===== src/rtl/alu_issue_ctrl.sv =====
// Execute-stage controller that decodes one instruction per handshake and drives an external ALU.
// Holds the operands for a settle window, captures the result and returns it over valid/ready.
module alu_issue_ctrl #(
    parameter int XLEN     = 32,
    parameter int ALU_WAIT = 1
) (
    input  logic            clk,
    input  logic            reset,
    input  logic            in_valid,
    output logic            in_ready,
    input  logic [6:0]      opcode,
    input  logic [2:0]      funct3,
    input  logic [6:0]      funct7,
    input  logic [XLEN-1:0] rs1_val,
    input  logic [XLEN-1:0] rs2_val,
    input  logic [XLEN-1:0] imm,
    output logic [3:0]      alu_ctl,
    output logic [XLEN-1:0] alu_a,
    output logic [XLEN-1:0] alu_b,
    input  logic [XLEN-1:0] alu_result,
    output logic            out_valid,
    input  logic            out_ready,
    output logic [XLEN-1:0] result,
    output logic            br_taken,
    output logic            illegal
);
    localparam int CW = (ALU_WAIT > 0) ? $clog2(ALU_WAIT + 1) : 1;

    localparam logic [3:0] CTL_AND = 4'd0;
    localparam logic [3:0] CTL_OR  = 4'd1;
    localparam logic [3:0] CTL_ADD = 4'd2;
    localparam logic [3:0] CTL_SUB = 4'd6;
    localparam logic [3:0] CTL_SLT = 4'd7;
    localparam logic [3:0] CTL_BAD = 4'd15;

    typedef enum logic [1:0] {S_IDLE, S_DRIVE, S_DONE} state_t;

    state_t          state_q, state_d;
    logic [CW-1:0]   cnt_q, cnt_d;
    logic [3:0]      ctl_q, ctl_d;
    logic [XLEN-1:0] a_q, a_d, b_q, b_d, res_q, res_d;
    logic            ill_op_q, ill_op_d, br_op_q, br_op_d, br_ne_q, br_ne_d;
    logic            taken_q, taken_d, illegal_q, illegal_d;

    logic [3:0] dec_ctl;
    logic       dec_imm, dec_ill, dec_br;

    always_comb begin
        dec_ctl = CTL_BAD;
        dec_imm = 1'b0;
        dec_ill = 1'b1;
        dec_br  = 1'b0;
        case (opcode)
            7'b0110011: begin
                dec_ill = 1'b0;
                case (funct3)
                    3'b000: begin
                        if (funct7 == 7'h00)      dec_ctl = CTL_ADD;
                        else if (funct7 == 7'h20) dec_ctl = CTL_SUB;
                        else                      dec_ill = 1'b1;
                    end
                    3'b111:  dec_ctl = CTL_AND;
                    3'b110:  dec_ctl = CTL_OR;
                    3'b010:  dec_ctl = CTL_SLT;
                    default: dec_ill = 1'b1;
                endcase
            end
            7'b0010011: begin
                dec_ill = 1'b0;
                dec_imm = 1'b1;
                case (funct3)
                    3'b000:  dec_ctl = CTL_ADD;
                    3'b111:  dec_ctl = CTL_AND;
                    3'b110:  dec_ctl = CTL_OR;
                    3'b010:  dec_ctl = CTL_SLT;
                    default: dec_ill = 1'b1;
                endcase
            end
            7'b0000011, 7'b0100011: begin
                dec_ill = 1'b0;
                dec_imm = 1'b1;
                dec_ctl = CTL_ADD;
            end
            7'b1100011: begin
                if (funct3 == 3'b000 || funct3 == 3'b001) begin
                    dec_ill = 1'b0;
                    dec_br  = 1'b1;
                    dec_ctl = CTL_SUB;
                end
            end
            default: ;
        endcase
        // Illegal ops still run a handshake; the ALU returns 0 for code 15 anyway.
        if (dec_ill) dec_ctl = CTL_BAD;
    end

    assign in_ready = (state_q == S_IDLE) && !reset;

    always_comb begin
        state_d   = state_q;
        cnt_d     = cnt_q;
        ctl_d     = ctl_q;
        a_d       = a_q;
        b_d       = b_q;
        res_d     = res_q;
        ill_op_d  = ill_op_q;
        br_op_d   = br_op_q;
        br_ne_d   = br_ne_q;
        taken_d   = taken_q;
        illegal_d = illegal_q;
        case (state_q)
            S_IDLE: begin
                if (in_valid) begin
                    ctl_d    = dec_ctl;
                    a_d      = rs1_val;
                    b_d      = dec_imm ? imm : rs2_val;
                    ill_op_d = dec_ill;
                    br_op_d  = dec_br;
                    br_ne_d  = funct3[0];
                    cnt_d    = CW'(ALU_WAIT);
                    state_d  = S_DRIVE;
                end
            end
            S_DRIVE: begin
                if (cnt_q != '0) begin
                    cnt_d = cnt_q - CW'(1);
                end else begin
                    res_d     = ill_op_q ? '0 : alu_result;
                    taken_d   = br_op_q && !ill_op_q &&
                                (br_ne_q ? (alu_result != '0) : (alu_result == '0));
                    illegal_d = ill_op_q;
                    state_d   = S_DONE;
                end
            end
            S_DONE: begin
                if (out_ready) state_d = S_IDLE;
            end
            default: state_d = S_IDLE;
        endcase
    end

    always_ff @(posedge clk) begin
        if (reset) begin
            state_q   <= S_IDLE;
            cnt_q     <= '0;
            ctl_q     <= '0;
            a_q       <= '0;
            b_q       <= '0;
            res_q     <= '0;
            ill_op_q  <= 1'b0;
            br_op_q   <= 1'b0;
            br_ne_q   <= 1'b0;
            taken_q   <= 1'b0;
            illegal_q <= 1'b0;
        end else begin
            state_q   <= state_d;
            cnt_q     <= cnt_d;
            ctl_q     <= ctl_d;
            a_q       <= a_d;
            b_q       <= b_d;
            res_q     <= res_d;
            ill_op_q  <= ill_op_d;
            br_op_q   <= br_op_d;
            br_ne_q   <= br_ne_d;
            taken_q   <= taken_d;
            illegal_q <= illegal_d;
        end
    end

    assign alu_ctl   = ctl_q;
    assign alu_a     = a_q;
    assign alu_b     = b_q;
    assign out_valid = (state_q == S_DONE);
    assign result    = res_q;
    assign br_taken  = taken_q;
    assign illegal   = illegal_q;
endmodule

===== config.mk =====
export PLATFORM = sky130hd
export DESIGN_NAME = alu_issue_ctrl
export DESIGN_NICKNAME = d
export VERILOG_FILES = /design/src/rtl/alu_issue_ctrl.sv
export SDC_FILE = /design/constraint.sdc
export NUM_CORES = 1
export LEC_CHECK = 0
export ABC_CLOCK_PERIOD_IN_PS = 4050
export CAP_MARGIN = 20
export CORE_ASPECT_RATIO = 2
export CORE_MARGIN = 3
export CORE_UTILIZATION = 41
export DETAILED_ROUTE_END_ITERATION = 10
export PLACE_DENSITY = 0.87
export SLEW_MARGIN = 20
export SYNTH_ARGS = -nofsm -noshare
export SYNTH_HDL_FRONTEND = slang
export SYNTH_SLANG_ARGS = --single-unit

===== constraint.sdc =====
create_clock -name clk -period 4.05 [get_ports clk]
set_input_delay 0.81 -clock clk [delete_from_list [all_inputs] [get_ports clk]]
set_output_delay 0.81 -clock clk [all_outputs]
set_load 0.01 [all_outputs]

### Word-level counts from Yosys, hierarchy flattened

Cells that the tools add are included.

* add/sub/neg operators: 1
* equality and inequality tests: 15
* mux-type cells: 26
* bitwise gates (word level): 1
* reduce and logical (&&, ||, !) cells: 20

Operator list (count)
* $mux 32: 2
* $pmux 4 s4: 3
* $logic_not 32->1: 1
* $reduce_bool 32->1: 1
* $eq 7x6->1 const B: 3
* $mux 4: 4
* $mux 1: 10
* $eq 7x2->1 const B: 1
* $eq 7x5->1 const B: 1
* $eq 7x7->1 const B: 1
* $logic_not 7->1: 1
* $eq 3x3->1 const B: 2
* $mux 2: 3
* $pmux 2 s3: 1
* $reduce_and 2->1: 3
* $reduce_or 3->1: 2
* $ne 2x2->1 const B: 2
* $pmux 1 s2: 2
* $pmux 1 s4: 1
* $reduce_or 4->1: 1
* $eq 3x1->1 const B: 1
* $eq 3x2->1 const B: 1
* $logic_and 1x1->1: 3
* $logic_not 3->1: 1
* 11 further kinds: 12

* flip-flop bits (word level): 108
* input port bits: 149
* output and inout bits: 104
* word-level logic and storage cells: 74

### Depth between registers and ports, before layout

* depth in word-level cells: 6
* depth in mapped cells: 6
* mapped depth without buffers: 5

### Worst setup path before layout

No wires, ideal clock.

* kind: input to output
* from: input port reset
* to: output port in_ready
* arrival time: 1458 ps
* required time: 3240 ps
* path slack: 1782 ps
* cell stages on the path: 3
* path buffers: 2
* path through: clkbuf_1 > clkbuf_1 > nor3_1

* word-level cells in the longest chain between the ends: 2

Ends and longest elaborated chain
* start, declared: line 8 `input logic reset,`
* $logic_not 1->1: line 97 `assign in_ready = (state_q == S_IDLE) && !reset;`
* $logic_and 1x1->1: line 97
* end, declared: line 10 `output logic in_ready,`

No other way between the ends.

### Final worst setup path

* from: register ctl_q[3] (netlist: alu_ctl[3])
* to: output port alu_ctl[3]

RTL lines
* start, declared: line 40 `logic [3:0] ctl_q, ctl_d;`
* start signal, assigned: line 158 `ctl_q <= ctl_d;`
* end, declared: line 17 `output logic [3:0] alu_ctl,`

No word-level cell between the ends.

==> run_results.csv <==
group,metric,value,unit
floorplan,die_h,152,microns
worst_setup_path,required,3.24,ns
finish,multi_input_area,2040,sq um
clocking,hold_buffers,0,
place,dp.cells,851,
timing,clock.fmax,364,MHz
synthesis,ys.flop_type,"dfxtp_1",
worst_setup_path,critPathBufInv,1,
timing,relSlewSlack,30.0,%
min_path,hold_class,"flip-flop to flip-flop",
timing,skew,0.0111,ns
power_and_ir_drop,switching_power,686,uW
power_and_ir_drop,p_int,1940,uW
synthesis,yosysSeqAreaShare,49.1,%
clocking,cts_root_buf,"clkbuf_16",
synthesis,synthCells,502,
drt,wl_per_cell,17.4,microns
global_routing,grt_max_degree,102,
finish,drive_above_1_share,3.96,%
worst_setup_path,critPathArrivalTime,1.94,ns
drt,drc,0,
drt,wirelength,15100,microns
drt,vias,4509,
timing,period_minus_slack,2.75,ns
worst_setup_path,critPathSlowestCell,"dfxtp_1",
clocking,htree_levels,3,
timing,finalHoldViolations,0,
timing,worst_pin_slew,1.05,ns
clocking,clk_path_buf_depth,2,
power_and_ir_drop,power_frac_seq,44.9,%
floorplan,pin_count,253,
floorplan,die_w,79.0,microns
clocking,clk_pin_slew_worst_paths,0.07,ns
timing,hold_slack,0.451,ns
synthesis,async_flop_share,0,%
worst_setup_path,cp_top_family,"flip-flops",
synthesis,syn_area_per_cell,8.70,sq um
clocking,numCtsBuffers,9,
global_routing,antenna_found_initial,1,
drt,via_per_inst,5.19,
drt,antenna_left,0,
power_and_ir_drop,peakVddDrop,0.273,mV
worst_setup_path,crit_path_max_fanout,36,
clocking,cts_tree,"yes",
timing,fin_tns_setup,0,ns
finish,layout_common_cells,"251 x clkdlybuf4s50_1, 107 x dfxtp_1, 102 x nand2_1",
worst_setup_path,cp-end-kind,"primary output",
power_and_ir_drop,p_clk_share,33.6,%
outcome,status,"finished clean",
place,gp_congestion,0.804,
floorplan,dieArea,12000,sq um
synthesis,syn_nets,651,
synthesis,ys_ff_latch,107,
place,dp_hpwl,11600,microns
finish,area_delta_synth_final,65.3,%
drt,first_pass_iters,5,
place,io_buffers,252,
power_and_ir_drop,pwr-share-comb,21.5,%
worst_setup_path,startpoint_type,"flip-flop",
floorplan,coreArea,10300,sq um
finish,fin_util,70.2,%
finish,seq_area,2140,sq um
worst_setup_path,path_cells,"clkdlybuf4s50_1",
worst_setup_path,max_stage_delay,0.92,ns
worst_setup_path,crit_type,"flip-flop to primary output",
finish,fin_cells,869,
synthesis,netlist-cell-type-count,34,
global_routing,grt_usage,24.6,%
timing,setup_viol,0,
run,maxCapViolCount,0,
synthesis,yosys_warnings,0,
drt,first_iter_violations,137,
timing,grt_setup_unrepaired,"false",
clocking,cts_setup_buffers,0,
timing,fin_crit_sh,67.9,%
synthesis,synth_edf_count,0,
global_routing,grt_pass1_wl,23500,microns
synthesis,synth_area,4370,sq um
clocking,clk_latency,0.34,ns
global_routing,gr-total-overflow,0,
power_and_ir_drop,leakage,0.00274,uW
floorplan,rows,52,
power_and_ir_drop,p_sw_share,26.2,%
finish,nets,877,
global_routing,grt_pass1_vias,4715,
timing,slew_viol_final,0,
floorplan,start_util,42.5,%
finish,layout_commonest_cell,"clkdlybuf4s50_1",
finish,n_fill_cell,815,
clocking,cts_resized,0,
clocking,cts.sinks,107,
power_and_ir_drop,p_per_area,363,nW/um^2
-- power by group through the flow --
stage               clock network, uW  registers [uW]  logic (uW)
finish                            882            1180         563
global route                      940            1190         608
floorplan                           0            1220         193
global placement                    0            1200         547
detailed placement                  0            1200         563
CTS                               903            1180         565
-- state kept, by name (all words and copies together), names as in the netlist --
signal / count
result: 32
state_q: 2
alu_a: 32
alu_b: 32
br_op_q: 1
br_taken: 1
br_ne_q: 1
illegal: 1
alu_ctl: 4
cnt_q: 1
-- layer usage --
metal | wire length, microns | share of wire, % | track usage [%] | up-vias
met1 | 5030 | 33 | 23.6 | 2076
met3 | 982 | 6.5 | 6.46 | 35
met5 | 0 | 0 | 0 | -
met4 | 561 | 3.7 | 11.6 | 0
met2 | 8510 | 56 | 46.8 | 200
li1 | - | - | - | 2198
-- cells by family (layout without fill, tap and decap cells) --
family,count (synthesis),in the layout,share of synthesized area (%)
simple gates,205,205,23.0
compound gates,113,113,15.8
flops,107,107,49.1
buf+inv,43,274,4.44
mux,33,33,7.56
xor+xnor,1,1,0.201
other cells,0,1,0
-- final cells by class --
type | count | share of cell area [%]
multi-input cells | 352 | 28.3
clock buffers | 9 | 3.12
inverters | 3 | 0.156
clock inverters | 7 | 1.04
diodes | 1 | 0.0347
repair buffers | 255 | 35.3
well taps | 135 | 2.34
flip-flops and latches | 107 | 29.7
-- Yosys cell counts (all sizes together), types with 4 or more instances --
library cell  instances  area [sq um]
dfxtp               107          2140
nand2               103           389
a21oi                71           355
nor2                 41           156
a211oi               34           255
nand3b               34           255
mux2i                33           330
clkbuf               22          82.6
buf                  18           100
nor4                  9          56.3
nor3                  4          25.0
-- worst paths after layout --
path	startpoint	end	slack (ns)	depth (start not counted)
hold reg to reg	result[15]	result[15]	0.45	2
hold / removal	result[15]	result[15]	0.45	2
setup reg to reg	state_q[0]	alu_b[16]	2.10	4
setup / recovery	alu_ctl[3]	alu_ctl[3]	1.30	1
-- per-stage QoR --
stage | instance area (sq um) | setup WS, ns | power, uW
finish | 7220 | 1.30 | 2620
global route | 7220 | 1.17 | 2740
CTS | 7200 | 1.30 | 2650
detailed placement | 6900 | 1.04 | 1760
global placement | 6900 | 1.18 | 1740
floorplan | 4370 | 1.78 | 1420
(Power assumes the default switching activity.)
